==> src/rtl/irq_pkg.sv <==
// Shared types for the interrupt/exception sequencer: FSM states, cause codes
// and the fixed arbitration order over the pending-bit vector.
package irq_pkg;

    typedef enum logic [1:0] {
        ST_IDLE    = 2'd0,
        ST_REQUEST = 2'd1,
        ST_SERVICE = 2'd2
    } state_t;

    typedef enum logic [2:0] {
        CAUSE_NONE  = 3'd0,
        CAUSE_EXC   = 3'd1,
        CAUSE_SYS   = 3'd2,
        CAUSE_PORT0 = 3'd4,
        CAUSE_PORT1 = 3'd5,
        CAUSE_PORT2 = 3'd6,
        CAUSE_PORT3 = 3'd7
    } cause_t;

    // Pending vector layout: [0]=exception, [1]=syscall, [5:2]=port 3..0
    localparam int unsigned PEND_W    = 6;
    localparam int unsigned IDX_EXC   = 0;
    localparam int unsigned IDX_SYS   = 1;
    localparam int unsigned IDX_PORT0 = 2;

    typedef logic [2:0] pidx_t;

    // Highest priority first
    localparam pidx_t PRIO_ORDER [PEND_W] = '{
        3'd0, 3'd1, 3'd5, 3'd4, 3'd3, 3'd2
    };

    function automatic cause_t idx_to_cause(input pidx_t idx);
        case (idx)
            3'd0:    return CAUSE_EXC;
            3'd1:    return CAUSE_SYS;
            3'd2:    return CAUSE_PORT0;
            3'd3:    return CAUSE_PORT1;
            3'd4:    return CAUSE_PORT2;
            3'd5:    return CAUSE_PORT3;
            default: return CAUSE_NONE;
        endcase
    endfunction

endpackage

==> src/rtl/irq_if.sv <==
// Request/handshake bundle between the interrupt sequencer (slave) and the
// processor control unit plus event sources (master).
interface irq_if #(
    parameter int unsigned ADDR_W = 10
);
    logic              i_except;
    logic [3:0]        i_port;
    logic              i_syscall;
    logic [7:0]        inmediate_for_syscall;
    logic              s_accept;
    logic              s_finished;
    logic              s_interruption;
    logic [ADDR_W-1:0] dir_from_exception;
    logic [2:0]        cause;
    logic              s_overrun;

    modport slave (
        input  i_except, i_port, i_syscall, inmediate_for_syscall,
        input  s_accept, s_finished,
        output s_interruption, dir_from_exception, cause, s_overrun
    );

    modport master (
        output i_except, i_port, i_syscall, inmediate_for_syscall,
        output s_accept, s_finished,
        input  s_interruption, dir_from_exception, cause, s_overrun
    );
endinterface

==> src/rtl/irq_prio_enc.sv <==
// Fixed-priority encoder: picks the highest-priority pending source and
// reports it both one-hot (for clearing) and as a cause code.
module irq_prio_enc
    import irq_pkg::*;
(
    input  logic [PEND_W-1:0] pend,
    output logic [PEND_W-1:0] win,
    output cause_t            cause
);
    logic found;

    always_comb begin
        win   = '0;
        cause = CAUSE_NONE;
        found = 1'b0;
        for (int unsigned i = 0; i < PEND_W; i++) begin
            if (!found && pend[PRIO_ORDER[i]]) begin
                win[PRIO_ORDER[i]] = 1'b1;
                cause              = idx_to_cause(PRIO_ORDER[i]);
                found              = 1'b1;
            end
        end
    end
endmodule

==> src/rtl/irq_controller.sv <==
// Interrupt/exception sequencer: latches requests, arbitrates by fixed priority,
// presents one vector to the control unit and blocks nesting until return.
module irq_controller
    import irq_pkg::*;
#(
    parameter int unsigned       ADDR_W        = 10,
    parameter logic [ADDR_W-1:0] EXC_VEC       = 10'h3F8,
    parameter logic [ADDR_W-1:0] PORT_VEC_BASE = 10'h3E0,
    parameter logic [ADDR_W-1:0] SYS_BASE      = 10'h200
) (
    input  logic  clk,
    input  logic  reset,
    irq_if.slave  bus
);
    state_t            state;
    logic [PEND_W-1:0] pend;
    logic [PEND_W-1:0] set_v;
    logic [PEND_W-1:0] clr_v;
    logic [PEND_W-1:0] win;
    logic [PEND_W-1:0] win_q;
    cause_t            win_cause;
    cause_t            cause_q;
    logic [7:0]        sys_num;
    logic [3:0]        port_hist;
    logic [ADDR_W-1:0] vec;
    logic [ADDR_W-1:0] dir_q;
    logic              overrun_q;

    irq_prio_enc u_prio (
        .pend  (pend),
        .win   (win),
        .cause (win_cause)
    );

    always_comb begin
        set_v                  = '0;
        set_v[IDX_EXC]         = bus.i_except;
        set_v[IDX_SYS]         = bus.i_syscall & ~pend[IDX_SYS];
        set_v[IDX_PORT0 +: 4]  = bus.i_port & ~port_hist;
    end

    // win_q remembers which pending bit the current grant must retire
    assign clr_v = (state == ST_REQUEST && bus.s_accept) ? win_q : '0;

    always_comb begin
        vec = '0;
        case (win_cause)
            CAUSE_EXC:   vec = EXC_VEC;
            CAUSE_SYS:   vec = SYS_BASE + ADDR_W'(sys_num);
            CAUSE_PORT0: vec = PORT_VEC_BASE;
            CAUSE_PORT1: vec = PORT_VEC_BASE + ADDR_W'(4);
            CAUSE_PORT2: vec = PORT_VEC_BASE + ADDR_W'(8);
            CAUSE_PORT3: vec = PORT_VEC_BASE + ADDR_W'(12);
            default:     vec = '0;
        endcase
    end

    always_ff @(posedge clk or posedge reset) begin
        if (reset) begin
            state     <= ST_IDLE;
            pend      <= '0;
            win_q     <= '0;
            sys_num   <= '0;
            port_hist <= '0;
            dir_q     <= '0;
            cause_q   <= CAUSE_NONE;
            overrun_q <= 1'b0;
        end else begin
            pend      <= (pend & ~clr_v) | set_v;
            port_hist <= bus.i_port;
            if (set_v[IDX_SYS])
                sys_num <= bus.inmediate_for_syscall;
            if (bus.i_syscall && pend[IDX_SYS])
                overrun_q <= 1'b1;

            case (state)
                ST_IDLE: begin
                    if (|pend) begin
                        dir_q   <= vec;
                        cause_q <= win_cause;
                        win_q   <= win;
                        state   <= ST_REQUEST;
                    end
                end
                ST_REQUEST: begin
                    if (bus.s_accept)
                        state <= ST_SERVICE;
                end
                ST_SERVICE: begin
                    if (bus.s_finished) begin
                        cause_q <= CAUSE_NONE;
                        state   <= ST_IDLE;
                    end
                end
                default: state <= ST_IDLE;
            endcase
        end
    end

    assign bus.s_interruption     = (state == ST_REQUEST);
    assign bus.dir_from_exception = dir_q;
    assign bus.cause              = cause_q;
    assign bus.s_overrun          = overrun_q;
endmodule

==> src/flat_wrapper.sv <==
// flat-port wrapper written by rule: the top's interface ports become plain ports
module irq_controller_flat import irq_pkg::*;
#(
    parameter int unsigned       ADDR_W        = 10,
    parameter logic [ADDR_W-1:0] EXC_VEC       = 10'h3F8,
    parameter logic [ADDR_W-1:0] PORT_VEC_BASE = 10'h3E0,
    parameter logic [ADDR_W-1:0] SYS_BASE      = 10'h200
)
  (clk, reset, bus_i_except, bus_i_port, bus_i_syscall, bus_inmediate_for_syscall, bus_s_accept, bus_s_finished, bus_s_interruption, bus_dir_from_exception, bus_cause, bus_s_overrun);
  irq_if #(.ADDR_W(ADDR_W)) bus_i ();
  input  logic clk;
  input  logic reset;
  input wire logic [$bits(bus_i.i_except)-1:0] bus_i_except;
  input wire logic [$bits(bus_i.i_port)-1:0] bus_i_port;
  input wire logic [$bits(bus_i.i_syscall)-1:0] bus_i_syscall;
  input wire logic [$bits(bus_i.inmediate_for_syscall)-1:0] bus_inmediate_for_syscall;
  input wire logic [$bits(bus_i.s_accept)-1:0] bus_s_accept;
  input wire logic [$bits(bus_i.s_finished)-1:0] bus_s_finished;
  output wire logic [$bits(bus_i.s_interruption)-1:0] bus_s_interruption;
  output wire logic [$bits(bus_i.dir_from_exception)-1:0] bus_dir_from_exception;
  output wire logic [$bits(bus_i.cause)-1:0] bus_cause;
  output wire logic [$bits(bus_i.s_overrun)-1:0] bus_s_overrun;
  assign bus_i.i_except = bus_i_except;
  assign bus_i.i_port = bus_i_port;
  assign bus_i.i_syscall = bus_i_syscall;
  assign bus_i.inmediate_for_syscall = bus_inmediate_for_syscall;
  assign bus_i.s_accept = bus_s_accept;
  assign bus_i.s_finished = bus_s_finished;
  assign bus_s_interruption = bus_i.s_interruption;
  assign bus_dir_from_exception = bus_i.dir_from_exception;
  assign bus_cause = bus_i.cause;
  assign bus_s_overrun = bus_i.s_overrun;
  irq_controller #(.ADDR_W(ADDR_W), .EXC_VEC(EXC_VEC), .PORT_VEC_BASE(PORT_VEC_BASE), .SYS_BASE(SYS_BASE)) u_core (.clk(clk), .reset(reset), .bus(bus_i));
endmodule
==> config.mk <==
export PLATFORM = sky130hd
export DESIGN_NAME = irq_controller_flat
export DESIGN_NICKNAME = d
export VERILOG_FILES = /design/src/rtl/irq_pkg.sv /design/src/rtl/irq_if.sv /design/src/rtl/irq_prio_enc.sv /design/src/rtl/irq_controller.sv /design/src/flat_wrapper.sv
export SDC_FILE = /design/constraint.sdc
export NUM_CORES = 1
export LEC_CHECK = 0
export CAP_MARGIN = 20
export CORE_ASPECT_RATIO = 1.5
export CORE_UTILIZATION = 50
export CTS_BUF_LIST = sky130_fd_sc_hd__clkbuf_16
export DETAILED_ROUTE_END_ITERATION = 10
export GPL_ROUTABILITY_DRIVEN = 0
export PLACE_DENSITY = 0.76
export SYNTH_ARGS = -nofsm -noshare
export SYNTH_HDL_FRONTEND = slang
export SYNTH_SLANG_ARGS = --single-unit
export TNS_END_PERCENT = 5
==> constraint.sdc <==
create_clock -name clk -period 1.9 [get_ports clk]
set_clock_uncertainty 0.1 [all_clocks]
set_input_delay 0.38 -clock clk [delete_from_list [all_inputs] [get_ports clk]]
set_output_delay 0.38 -clock clk [all_outputs]
set_load 0.01 [all_outputs]
==> flow_summary.toml, run 1 <==
[route]
wirelength_mm = 3.47
drtPass1Iterations = 4
drc = 0
ant_nets = 0
detail_route.vias_per_cell = 5.36
drtIter0Drc = 26
wire_per_inst_um = 15.3
num_vias = 1217

[yosys]
synth_nets = 161
synth.distinct_cells = 29
synthArstFlopShare = 1.00
yosys_warnings = 0
ys_top_cells_by_count = "40 x dfrtp_1, 25 x nand2_1, 11 x o21ai_0"
yosysMostFrequentCell = "dfrtp_1"
synth-edff-count = 0
synth_flop_cell = "dfrtp_1"
synth_area_leaders = "dfrtp_1 62%, nand2_1 5.9%, mux2_2 5.6%, o21ai_0 3.4%, nor2_1 2.1%"
synth_area_mm2 = 0.00160
synth_top_cell_by_area = "dfrtp_1"
synth_top_area_share = 0.625
ys_ff_latch = 40
syn_area_per_cell_um2 = 11.2
ys_seq_area_frac = 0.625
postSynthCellCount = 143

[clocking]
clkSinkCount = 40
holdBufCountCts = 0
root_buffer = "clkbuf_16"
cts_tree = "done"
insertion_delay_ns = 0.28
clk_pin_slew_worst_paths_ns = 0.06
htree_levels = 2
clk_path_buf_depth = 2
cts_buffers = 5

[layout]
areaGrowthSynthToFinish_pct = 36.3
multi_input_area_um2 = 548
final_cells = 227
fillers = 207
n_antenna_cell = 0
nets = 205
seqCellArea_mm2 = 0.00100
layout-drive-gt1-share = 0.160

[sta]
setup_slack_ns = 0.0666
setup_viol = 0
rsz0062_at_grt = "no"
fmax_mhz = 545
setup_tns_ns = 0
finalCritPeriodShare = 0.965
maxSlewHeadroom = 0.678
worst_pin_slew_ns = 0.483
layout_min_cycle_time_ns = 1.83
hold_viol = 0
drv_slew = 0

[global_route]
met3_usage = 0.0630
antenna_found_initial = 0
grt_max_degree = 41
grt_pass1_vias = 1284
overflow = 0
grt.busiest_layer = "met2"
grtUsageTotal = 0.244
grt_pass1_wl_mm = 5.75
grt.met2_usage = 0.416
met1_usage = 0.274

[placement]
placedCellCount = 218
hpwl_mm = 2.35
post-place-ws_ns = 0.102
port_buffers = 32

[floorplan]
core_area_mm2 = 0.00297
die_width_um = 48.2
start_util = 0.539
rows = 24
die_area_mm2 = 0.00344
die_h_um = 71.3
io_pins = 33

[power_and_ir_drop]
power.leakage_uw = 0.000956
ir_worst_vdd_uv = 908
p_per_area_mw_per_mm2 = 1510

[setup_path]
crit_fanout = 8
start_kind = "flip-flop"
worst_ep_required_time_ns = 1.42
end_kind = "primary output"
worst_ep_arrival_time_ns = 1.35
criticalPathCategory = "reg -> out"

[job]
maxCapViolations = 0

[run_status]
status = "finished, final reports clean"

[min_path]
hp-class = "reg -> reg"
==> cell usage in the layout (no fill, tap or decap), types with 3 or more instances in the layout <==
master / instances
inv_1: 7
clkbuf_16: 5
o21ai_0: 11
clkdlybuf4s50_1: 32
dfrtp_1: 38
nand2_1: 25
o22a_1: 3
a21o_1: 4
a21oi_1: 6
nor2b_1: 4
nor2_1: 9
mux2_2: 8
buf_4: 10
==> through the flow <==
stage               utilization  cell area (um2)  total power (uW)  hold slack, ns
global placement          0.677             2010              2300           0.305
floorplan                     -             1600              1890           0.300
detailed placement        0.677             2010              2350           0.318
global route              0.735             2180              3490           0.350
CTS                       0.734             2180              3310           0.325
finish                    0.735             2180              3290           0.325
==> what timing repair did <==
item	CTS	global route
gates cloned	0	0
gates resized for setup	1	1
buffers inserted	1	0
setup endpoints to repair	1	1
pin swaps	0	0
==> power breakdown <==
group | switching, uW | internal, uW | total (uW)
logic | 503 | 563 | 1070
registers | 180 | 1130 | 1310
clock network | 314 | 610 | 923
total | 997 | 2300 | 3290
==> registers in the layout, indices dropped and copies added (netlist names) <==
signal and count:
u_core.bus.s_overrun 1, u_core.port_hist 4, u_core.sys_num 8, u_core.state 2
u_core.win_q 6, u_core.bus.cause 3, u_core.pend 6, u_core.bus.dir_from_exception 10
==> kinds of logic after synthesis <==
group,synth area share
compound gates,0.147
buf+inv,0.0336
flops,0.625
mux,0.0562
simple gates,0.139
==> area by class of cell <==
type                            count  area share
Sequential cell                    40       0.459
Multi-Input combinational cell     91       0.251
Timing Repair Buffer               42       0.181
Clock buffer                        5      0.0573
Tap cell                           39      0.0223
Clock inverter                      3      0.0172
Inverter                            7      0.0120
==> routing by layer <==
layer  up-vias  wire (um)  part of all wire
li1        579          -                 -
met1       599       1300              0.38
met2        32       1950              0.56
met3         7        140             0.040
met4         0         70             0.020
met5         -          0                 0
==> path summary, 6_finish.rpt <==
check                                           end                start  slack (ns)  cells after the start
worst min register to register       u_core.pend[5]  u_core.port_hist[3]        0.32                      1
worst min-delay path                 u_core.pend[5]  u_core.port_hist[3]        0.32                      1
worst max-delay path             bus_s_interruption      u_core.state[1]        0.07                      2
worst max register to register  u_core.bus.cause[0]       u_core.pend[3]        0.16                      5
min in group asynchronous       u_core.port_hist[0]                reset        0.41                      3
max in group asynchronous           u_core.state[0]                reset        0.92                      3
==> critical path: stages (launching register included) <==
cell and delay [ns]:
dfrtp_2 0.45, nor2_1 0.10, clkdlybuf4s50_1 0.53
Power figures use the tool's default switching activity.
==> run 2, diff against run 1 <==
GPL_TIMING_DRIVEN = 1   (was unset)
==> results of run 2 <==
Final layout, timing and power as in run 1 (identical DEF).
